$ cat src/rtl/button_pkg.sv
// Shared state encoding and 50 MHz default timing for the button classifier.
package button_pkg;

  typedef enum logic [2:0] {
    IDLE      = 3'd0,
    PRESS_DB  = 3'd1,
    PRESSED   = 3'd2,
    LONG_HOLD = 3'd3,
    REL_DB    = 3'd4
  } btn_state_t;

  localparam int DEBOUNCE_10MS = 500_000;
  localparam int LONG_1S       = 50_000_000;
  localparam int REPEAT_250MS  = 12_500_000;

endpackage

$ cat src/rtl/button_channel_fsm.sv
// One button channel: 2-flop synchroniser, press/release debounce, short/long
// classification and auto-repeat, all outputs registered.
//
// state     | meaning
// IDLE      | button released, waiting for synchronised level to go high
// PRESS_DB  | counting stable-high cycles before accepting the press
// PRESSED   | press accepted, timing towards the long-press threshold
// LONG_HOLD | long press reported, generating repeat pulses
// REL_DB    | counting stable-low cycles before accepting the release
module button_channel_fsm
  import button_pkg::*;
#(
  parameter int DEBOUNCE_CYC = DEBOUNCE_10MS,
  parameter int LONG_CYC     = LONG_1S,
  parameter int REPEAT_CYC   = REPEAT_250MS,
  parameter bit REPEAT_EN    = 1'b1
) (
  input  logic clk_i,
  input  logic rst_n_i,
  input  logic btn_i,
  output logic short_o,
  output logic long_o,
  output logic repeat_o,
  output logic held_o
);

  localparam int HOLD_MAX = (LONG_CYC > REPEAT_CYC) ? LONG_CYC : REPEAT_CYC;
  localparam int DB_W     = $clog2(DEBOUNCE_CYC + 1);
  localparam int HOLD_W   = $clog2(HOLD_MAX + 1);

  localparam logic [DB_W-1:0]   DB_LAST   = DB_W'(DEBOUNCE_CYC - 1);
  localparam logic [HOLD_W-1:0] LONG_LAST = HOLD_W'(LONG_CYC - 1);
  localparam logic [HOLD_W-1:0] REP_LAST  = HOLD_W'(REPEAT_CYC - 1);

  logic              sync1_q;
  logic              sync2_q;
  btn_state_t        state_q;
  logic [DB_W-1:0]   db_cnt_q;
  logic [HOLD_W-1:0] hold_cnt_q;
  logic              was_long_q;
  logic              short_q;
  logic              long_q;
  logic              repeat_q;
  logic              held_q;

  always_ff @(posedge clk_i or negedge rst_n_i) begin
    if (!rst_n_i) begin
      sync1_q    <= 1'b0;
      sync2_q    <= 1'b0;
      state_q    <= IDLE;
      db_cnt_q   <= '0;
      hold_cnt_q <= '0;
      was_long_q <= 1'b0;
      short_q    <= 1'b0;
      long_q     <= 1'b0;
      repeat_q   <= 1'b0;
      held_q     <= 1'b0;
    end else begin
      sync1_q  <= btn_i;
      sync2_q  <= sync1_q;
      short_q  <= 1'b0;
      long_q   <= 1'b0;
      repeat_q <= 1'b0;
      case (state_q)
        IDLE: begin
          if (sync2_q) begin
            state_q  <= PRESS_DB;
            db_cnt_q <= '0;
          end
        end
        PRESS_DB: begin
          if (!sync2_q) begin
            state_q <= IDLE;
          end else if (db_cnt_q == DB_LAST) begin
            state_q    <= PRESSED;
            hold_cnt_q <= '0;
            was_long_q <= 1'b0;
            held_q     <= 1'b1;
          end else begin
            db_cnt_q <= db_cnt_q + 1'b1;
          end
        end
        PRESSED: begin
          // Reaching the long threshold takes priority over a release edge.
          if (hold_cnt_q == LONG_LAST) begin
            state_q    <= LONG_HOLD;
            long_q     <= 1'b1;
            hold_cnt_q <= '0;
            was_long_q <= 1'b1;
          end else begin
            hold_cnt_q <= hold_cnt_q + 1'b1;
            if (!sync2_q) begin
              state_q  <= REL_DB;
              db_cnt_q <= '0;
            end
          end
        end
        LONG_HOLD: begin
          if (REPEAT_EN) begin
            if (hold_cnt_q == REP_LAST) begin
              repeat_q   <= 1'b1;
              hold_cnt_q <= '0;
            end else begin
              hold_cnt_q <= hold_cnt_q + 1'b1;
            end
          end
          if (!sync2_q) begin
            state_q  <= REL_DB;
            db_cnt_q <= '0;
          end
        end
        REL_DB: begin
          // A return to high is a bounce; hold_cnt_q resumes where it stopped.
          if (sync2_q) begin
            state_q <= was_long_q ? LONG_HOLD : PRESSED;
          end else if (db_cnt_q == DB_LAST) begin
            state_q <= IDLE;
            held_q  <= 1'b0;
            short_q <= ~was_long_q;
          end else begin
            db_cnt_q <= db_cnt_q + 1'b1;
          end
        end
        default: state_q <= IDLE;
      endcase
    end
  end

  assign short_o  = short_q;
  assign long_o   = long_q;
  assign repeat_o = repeat_q;
  assign held_o   = held_q;

endmodule

$ cat src/rtl/button_press_classifier.sv
// Multi-channel push-button classifier: one independent debounce/classify
// channel per raw button input.
module button_press_classifier
  import button_pkg::*;
#(
  parameter int NUM_CH       = 4,
  parameter int DEBOUNCE_CYC = DEBOUNCE_10MS,
  parameter int LONG_CYC     = LONG_1S,
  parameter int REPEAT_CYC   = REPEAT_250MS,
  parameter bit REPEAT_EN    = 1'b1
) (
  input  logic              CLOCK_50MHz,
  input  logic              RESET_n,
  input  logic [NUM_CH-1:0] B_Trigger,
  output logic [NUM_CH-1:0] B_Short,
  output logic [NUM_CH-1:0] B_Long,
  output logic [NUM_CH-1:0] B_Repeat,
  output logic [NUM_CH-1:0] B_Held
);

  if (NUM_CH < 1) begin : g_bad_num_ch
    $error("NUM_CH must be >= 1");
  end
  if (DEBOUNCE_CYC < 1) begin : g_bad_debounce
    $error("DEBOUNCE_CYC must be >= 1");
  end
  if (LONG_CYC <= DEBOUNCE_CYC) begin : g_bad_long
    $error("LONG_CYC must be greater than DEBOUNCE_CYC");
  end
  if (REPEAT_CYC < 1) begin : g_bad_repeat
    $error("REPEAT_CYC must be >= 1");
  end

  for (genvar ch = 0; ch < NUM_CH; ch++) begin : g_ch
    button_channel_fsm #(
      .DEBOUNCE_CYC(DEBOUNCE_CYC),
      .LONG_CYC    (LONG_CYC),
      .REPEAT_CYC  (REPEAT_CYC),
      .REPEAT_EN   (REPEAT_EN)
    ) u_fsm (
      .clk_i   (CLOCK_50MHz),
      .rst_n_i (RESET_n),
      .btn_i   (B_Trigger[ch]),
      .short_o (B_Short[ch]),
      .long_o  (B_Long[ch]),
      .repeat_o(B_Repeat[ch]),
      .held_o  (B_Held[ch])
    );
  end

endmodule
$ cat config.mk
export PLATFORM = sky130hd
export DESIGN_NAME = button_press_classifier
export DESIGN_NICKNAME = d
export VERILOG_FILES = /design/src/rtl/button_pkg.sv /design/src/rtl/button_channel_fsm.sv /design/src/rtl/button_press_classifier.sv
export SDC_FILE = /design/constraint.sdc
export NUM_CORES = 1
export LEC_CHECK = 0
export ABC_CLOCK_PERIOD_IN_PS = 3300
export CORE_MARGIN = 1
export CORE_UTILIZATION = 40
export DETAILED_ROUTE_END_ITERATION = 10
export GPL_ROUTABILITY_DRIVEN = 0
export GPL_TIMING_DRIVEN = 0
export SETUP_SLACK_MARGIN = 0.1
export SLEW_MARGIN = 20
export SYNTH_ARGS = -nofsm -noshare
export SYNTH_HDL_FRONTEND = slang
export SYNTH_SLANG_ARGS = --single-unit
$ cat constraint.sdc
create_clock -name CLOCK_50MHz -period 3.3 [get_ports CLOCK_50MHz]
set_input_delay 0.825 -clock CLOCK_50MHz [delete_from_list [all_inputs] [get_ports CLOCK_50MHz]]
set_output_delay 0.825 -clock CLOCK_50MHz [all_outputs]
set_load 0.01 [all_outputs]
After elaboration in Yosys (flattened, before gate mapping). Cells that the tools add are included.

Flip-flop bits (word level): 220. Bits of input ports: 6. Output and inout bits: 16. Word-level logic and storage cells: 300.

Add/sub/neg operators: 8. Equal/unequal tests: 64. Multiplexer cells: 144. Bitwise logic cells: 4. Reductions and logical operators: 40.

Operator list (number): $mux W19 (24); $mux W26 (16); $pmux W19 S5 (4); $pmux W26 S3 (4); $add A26 B1 Y26 const B (4); $eq A26 B24 Y1 const B (4); $eq A26 B26 Y1 const B (4); $mux W3 (28); $add A19 B1 Y19 const B (4); $eq A19 B19 Y1 const B (4); $pmux W3 S5 (4); $mux W1 (56); $ne A2 B1 Y1 const B (20); $reduce_and A5 Y1 (8); $eq A3 B2 Y1 const B (8); $reduce_and A3 Y1 (8); $reduce_bool A5 Y1 (4); $ne A2 B2 Y1 const B (8); $pmux W1 S2 (8); $reduce_and A4 Y1 (4); $reduce_bool A2 Y1 (8); $eq A3 B1 Y1 const B (4); $eq A3 B3 Y1 const B (4); $logic_not A3 Y1 (4); 4 further kinds (16).

Logic depth before layout (Yosys ltp).
Word-level depth: 4. Depth in mapped cells: 10. Gate-level depth less buffers: 7.

Modules after synthesis. From an unflattened synthesis, not the netlist that was laid out.

Cells, all modules: 1437. Area total of the unflattened synthesis: 12891.1 um^2.

Modules (own cells, without submodules): button_channel_fsm at g_ch[1].u_fsm ... (instances 2, cells an instance 351, area an instance 3179.3 um^2, sequential area each 1376.3 um^2); button_channel_fsm at g_ch[3].u_fsm (instances 1, cells an instance 370, area an instance 3342.0 um^2, sequential area each 1376.3 um^2); button_channel_fsm at g_ch[0].u_fsm (instances 1, cells an instance 365, area an instance 3190.6 um^2, sequential area each 1376.3 um^2).

Worst setup path before layout. OpenSTA, ideal clock, no wires.

Path type: register to register. From: reg g_ch[3].u_fsm.hold_cnt_q[16]. To: reg g_ch[3].u_fsm.db_cnt_q[16]. Setup time: 0.077 ns. Arrival: 2.598 ns. Required time: 3.223 ns. Setup slack: 0.626 ns. Cell stages (with the launch flop): 9. Path buffers: 2. Period minus slack after synthesis: 2.674 ns. Path through: dfrtp_1 -> or4b_4 -> or4_4 -> or3_4 -> a211oi_4 -> buf_6 -> buf_8 -> o31ai_1 -> a21oi_2.

Longest elaborated chain between the ends: 3.

RTL lines: start, declared (RTL line button_channel_fsm.sv:39) `logic [HOLD_W-1:0] hold_cnt_q;`; start signal, assigned (RTL line button_channel_fsm.sv:91) `hold_cnt_q <= hold_cnt_q + 1'b1;`; start signal, assigned (RTL line button_channel_fsm.sv:104) `hold_cnt_q <= hold_cnt_q + 1'b1;`; $eq A26 B26 Y1 (RTL line button_channel_fsm.sv:85) `if (hold_cnt_q == LONG_LAST) begin`; $ne A2 B2 Y1 (no source line); $reduce_and A5 Y1 (no source line); end signal, assigned (RTL line button_channel_fsm.sv:80) `db_cnt_q <= db_cnt_q + 1'b1;`; end signal, assigned (RTL line button_channel_fsm.sv:121) `db_cnt_q <= db_cnt_q + 1'b1;`; end, declared (RTL line button_channel_fsm.sv:38) `logic [DB_W-1:0] db_cnt_q;`.

No other way between the ends. A chain may end at the register's enable or synchronous reset.

Worst setup path after layout.
From: reg g_ch[3].u_fsm.hold_cnt_q[10]. To: reg g_ch[3].u_fsm.db_cnt_q[16].

Same word-level chain as after synthesis.

==> run_summary.xml <==
<?xml version="1.0" encoding="UTF-8"?>
<metrics>
  <group name="timing">
    <metric name="worst_clock_skew" unit="ns">0.01027</metric>
    <metric name="timing_hold_violations_final" unit="">0</metric>
    <metric name="setup_slack" unit="ns">0.2566</metric>
    <metric name="fmaxAchievable" unit="MHz">328.6</metric>
    <metric name="worst_pin_slew" unit="ns">1.034</metric>
    <metric name="finalMaxSlewViolations" unit="">0</metric>
    <metric name="slew_headroom" unit="%">30.52</metric>
    <metric name="grt_setup_unrepaired" unit="">false</metric>
    <metric name="post-route-period-util" unit="%">92.22</metric>
    <metric name="setup_viol_count_final" unit="">0</metric>
    <metric name="worst_hold_slack" unit="ns">0.2439</metric>
    <metric name="min_clock_period_post_route" unit="ns">3.043</metric>
  </group>
  <group name="cts">
    <metric name="clk_latency" unit="ns">0.53</metric>
    <metric name="cts_made_buffers" unit="">27</metric>
    <metric name="cts_root_buffer" unit="">clkbuf_16</metric>
    <metric name="cts_buffer_depth" unit="">3</metric>
    <metric name="numClockSinks" unit="">220</metric>
    <metric name="clock_input_transition_at_the_sequential_cells_of_the_worst_setup_and_hold_paths" unit="ns">0.06</metric>
    <metric name="cts_htree_levels" unit="">1</metric>
    <metric name="tritoncts_clock_tree" unit="">built</metric>
    <metric name="cts.hold.buffers_added" unit="">0</metric>
  </group>
  <group name="pwr">
    <metric name="power.density" unit="nW/um^2">428.8</metric>
    <metric name="p_sw" unit="W">0.001456</metric>
    <metric name="seq_power_share" unit="%">45.0</metric>
    <metric name="max-vdd-ir-drop" unit="V">0.0003582</metric>
    <metric name="clock_power_share" unit="%">49.3</metric>
    <metric name="comb_power_share" unit="%">5.7</metric>
    <metric name="internal_power" unit="W">0.004706</metric>
    <metric name="switching_share" unit="%">23.62</metric>
    <metric name="p_leak" unit="nW">5.489</metric>
  </group>
  <group name="critical_path">
    <metric name="critical_path_peak_fanout" unit="">10</metric>
    <metric name="reg2reg_from" unit="">g_ch[3].u_fsm.hold_cnt_q[10]</metric>
    <metric name="end_point_of_the_critical_path" unit="">g_ch[3].u_fsm.db_cnt_q[16]</metric>
    <metric name="cp.required" unit="ns">3.75</metric>
    <metric name="cp.arrival" unit="ns">3.49</metric>
    <metric name="critical_path_launch_point" unit="">g_ch[3].u_fsm.hold_cnt_q[10]</metric>
    <metric name="critPathTopFamily" unit="">simple AND/OR/NAND/NOR gates</metric>
    <metric name="path_cells" unit="">or4bb_1 &gt; or4_1 &gt; or3_4 &gt; a211oi_4 &gt; buf_6 &gt; buf_8 &gt; o31ai_1 &gt; a21oi_2</metric>
    <metric name="crit_path_top_delay_cell" unit="">or4_1</metric>
    <metric name="reg2reg_setup_slack" unit="ns">0.26</metric>
    <metric name="critical_path.startpoint_type" unit="">flop</metric>
    <metric name="max_stage_delay" unit="ns">0.60</metric>
    <metric name="critical_path.endpoint_type" unit="">flop</metric>
    <metric name="reg2reg_to" unit="">g_ch[3].u_fsm.db_cnt_q[16]</metric>
    <metric name="cp.buffers_inverters" unit="">2</metric>
    <metric name="worst_r2r_path_depth" unit="">8</metric>
    <metric name="critical_path_depth" unit="">8</metric>
    <metric name="worst_path_class_setup" unit="">flop to flop</metric>
  </group>
  <group name="global_route">
    <metric name="grt_most_used_layer" unit="">met2</metric>
    <metric name="gr-usage-met3" unit="%">2.310</metric>
    <metric name="grt_pass1_vias" unit="">10670</metric>
    <metric name="grt_util_all_layers" unit="%">19.62</metric>
    <metric name="globalRouteOverflowTotal" unit="">0</metric>
    <metric name="grt_antenna_before_repair" unit="">0</metric>
    <metric name="grt.met2_usage" unit="%">30.50</metric>
    <metric name="grt_pass1_wl" unit="mm">54.19</metric>
    <metric name="gr-usage-met1" unit="%">28.84</metric>
    <metric name="pin_count_of_the_biggest_net_entering_global_routing" unit="">91</metric>
  </group>
  <group name="finish">
    <metric name="layout-drive-gt1-share" unit="%">7.738</metric>
    <metric name="final_net_count" unit="">1510</metric>
    <metric name="stdcell_count" unit="">1908</metric>
    <metric name="insertedDiodeCount" unit="">0</metric>
    <metric name="area_growth_syn_to_layout" unit="%">13.92</metric>
    <metric name="final_core_utilization" unit="%">46.61</metric>
  </group>
  <group name="placed_design">
    <metric name="port-buffer-count" unit="">21</metric>
    <metric name="dp_worst_setup_slack" unit="ns">0.1026</metric>
    <metric name="dp.final_hpwl" unit="mm">20.87</metric>
    <metric name="placed_cells_incl_taps" unit="">1856</metric>
  </group>
  <group name="synth">
    <metric name="ys_types" unit="">82</metric>
    <metric name="synth_enable_flop_cells" unit="">0</metric>
    <metric name="synth.yosys.seq_area_share" unit="%">43.65</metric>
    <metric name="ys.warnings.count" unit="">0</metric>
    <metric name="synth_async_sr_flop_share" unit="%">100.0</metric>
    <metric name="synth_seq_cells" unit="">220</metric>
    <metric name="synth_fp_nets" unit="">1455</metric>
    <metric name="mappedNetlistArea" unit="um^2">12610</metric>
    <metric name="synthesis.instances" unit="">1437</metric>
    <metric name="synth_top_flop_cell" unit="">dfrtp_1</metric>
    <metric name="postSynthAreaPerCell" unit="um^2">8.778</metric>
  </group>
  <group name="floorplan">
    <metric name="initial_core_util" unit="%">40.91</metric>
    <metric name="die_area" unit="um^2">32250</metric>
    <metric name="floorplan.die.width" unit="um">179.6</metric>
    <metric name="placement_rows" unit="">64</metric>
    <metric name="floorplan.die.height" unit="um">179.6</metric>
    <metric name="placeableCoreArea" unit="um^2">30830</metric>
    <metric name="boundaryPins" unit="">22</metric>
  </group>
  <group name="job">
    <metric name="cap_viol_max_count" unit="">0</metric>
  </group>
  <group name="drt">
    <metric name="detail-route-antenna-nets" unit="">0</metric>
    <metric name="routed_wirelength" unit="mm">31.51</metric>
    <metric name="wire_per_inst" unit="um">16.51</metric>
    <metric name="remaining_drc_errors" unit="">3</metric>
    <metric name="drt-pass1-iter-count" unit="">9</metric>
    <metric name="vias" unit="">11390</metric>
    <metric name="first_iter_violations" unit="">967</metric>
    <metric name="avgViaCountPerCell" unit="">5.970</metric>
  </group>
  <group name="run_status">
    <metric name="violations_in_the_final_reports" unit="">DRC</metric>
    <metric name="outcome" unit="">finished, violations left</metric>
  </group>
  <group name="min_path">
    <metric name="hold_path_class" unit="">input pin to async pin</metric>
  </group>
</metrics>
routing by layer:
metal	part of all wire [%]	up-vias	wire length (um)
met5	0	-	0
met4	1.9	0	602
met3	4.0	48	1253
met2	45	270	14030
met1	50	5520	15620
li1	-	5552	-
layout by cell type, fill, tap and decap left out, types with 7 or more instances in the layout:
master,netlist,layout
o41ai_1,9,9
o21ai_1,43,43
clkbuf_1,59,58
nor2_1,105,105
nand3b_1,7,7
a41oi_1,12,12
xnor2_1,19,19
nor4b_1,9,9
and3_1,28,28
nor4_1,21,20
a21oi_1,112,112
o31ai_1,40,40
inv_1,31,31
clkbuf_8,0,10
nand4_1,42,42
dfrtp_1,220,220
or4_1,28,28
clkdlybuf4s50_1,0,20
a211oi_1,8,7
and2_1,15,15
clkbuf_16,0,27
buf_4,16,19
and4_1,19,19
nand2_1,127,127
a22o_1,10,10
or3_1,37,37
o21ai_0,62,62
nand3_1,77,77
ha_1,12,12
or2_2,10,10
nand2b_1,31,31
clkinv_2,0,7
nor3_1,35,35
a21o_1,9,9
a21oi_2,7,7
a31oi_1,66,66
registers in the layout (all words and copies together) (netlist names):
signal and flops:
g_ch.u_fsm.sync2_q 4, g_ch.u_fsm.short_o 4, g_ch.u_fsm.sync1_q 4, g_ch.u_fsm.held_o 4, g_ch.u_fsm.state_q 12, g_ch.u_fsm.long_o 4, g_ch.u_fsm.hold_cnt_q 104, g_ch.u_fsm.was_long_q 4
g_ch.u_fsm.db_cnt_q 76, g_ch.u_fsm.repeat_o 4
synth_stat cells (all sizes together), types with 28 or more instances:
master	instances	area (um^2)
dfrtp	220	5505
nand2	127	476.7
a21oi	119	621.8
o21ai	106	534.3
nor2	105	394.1
nand3	77	385.4
a31oi	66	412.9
clkbuf	59	221.5
nand4	42	262.8
o31ai	40	300.3
or3	38	242.7
nor3	36	185.2
inv	31	116.4
nand2b	31	193.9
buf	29	201.4
or4	29	221.5
and3	28	175.2
worst min-delay path by stage:
stage,slack [ns],from,to
after floorplan,0.33,g_ch[0].u_fsm.sync1_q,g_ch[0].u_fsm.sync2_q
after global placement,0.33,g_ch[3].u_fsm.sync1_q,g_ch[3].u_fsm.sync2_q
after detailed placement,0.33,g_ch[0].u_fsm.sync1_q,g_ch[0].u_fsm.sync2_q
after CTS,0.25,RESET_n,g_ch[2].u_fsm.hold_cnt_q[10]
after global routing,0.28,RESET_n,g_ch[2].u_fsm.db_cnt_q[18]
final,0.24,RESET_n,g_ch[2].u_fsm.db_cnt_q[18]
power by group through the flow:
stage | registers, W | logic [W] | clock network [W]
after floorplan | 0.00281 | 0.000217 | 0
after global placement | 0.00282 | 0.000341 | 0
after detailed placement | 0.00282 | 0.000353 | 0
after CTS | 0.00277 | 0.000354 | 0.00313
after global routing | 0.00278 | 0.000401 | 0.00323
final | 0.00277 | 0.000348 | 0.00304
per-stage QoR:
step	area [um^2]	power, W	setup TNS (ns)
2_1_floorplan	12610	0.003027	0
3_3_place_gp	13320	0.003162	-1853.63
3_5_place_dp	13380	0.003171	0
4_1_cts	14310	0.006252	0
5_1_grt	14370	0.006410	0
6_report	14370	0.006162	0
repair_timing:
action,4_1_cts,5_1_grt
buffers inserted,0,3
pin swaps,0,1
setup endpoints to repair,1,77
resized for setup,1,10
cell type report:
type	instances	area, um^2
Timing Repair Buffer	26	292.8
Fill cell	2938	16460
Clock buffer	39	820.8
Multi-Input combinational cell	1098	6609
Clock inverter	10	102.6
Buffer	88	426.7
Inverter	31	116.4
Tap cell	396	495.5
Sequential cell	220	5505
worst reg2reg max path, stage by stage, from the launching register on:
cell and delay [ns]:
dfrtp_1 0.45, or4bb_1 0.53, or4_1 0.60, or3_4 0.40, a211oi_4 0.40, buf_6 0.21
buf_8 0.14, o31ai_1 0.09, a21oi_2 0.14
logic make-up after synthesis:
family | synth area share (%)
compound gates | 21.32
xor+xnor | 1.528
fa+ha+maj | 1.190
buf+inv | 4.275
flops | 43.65
mux | 0.6646
simple gates | 27.38
No activity file was read; power rests on OpenSTA's default activity.
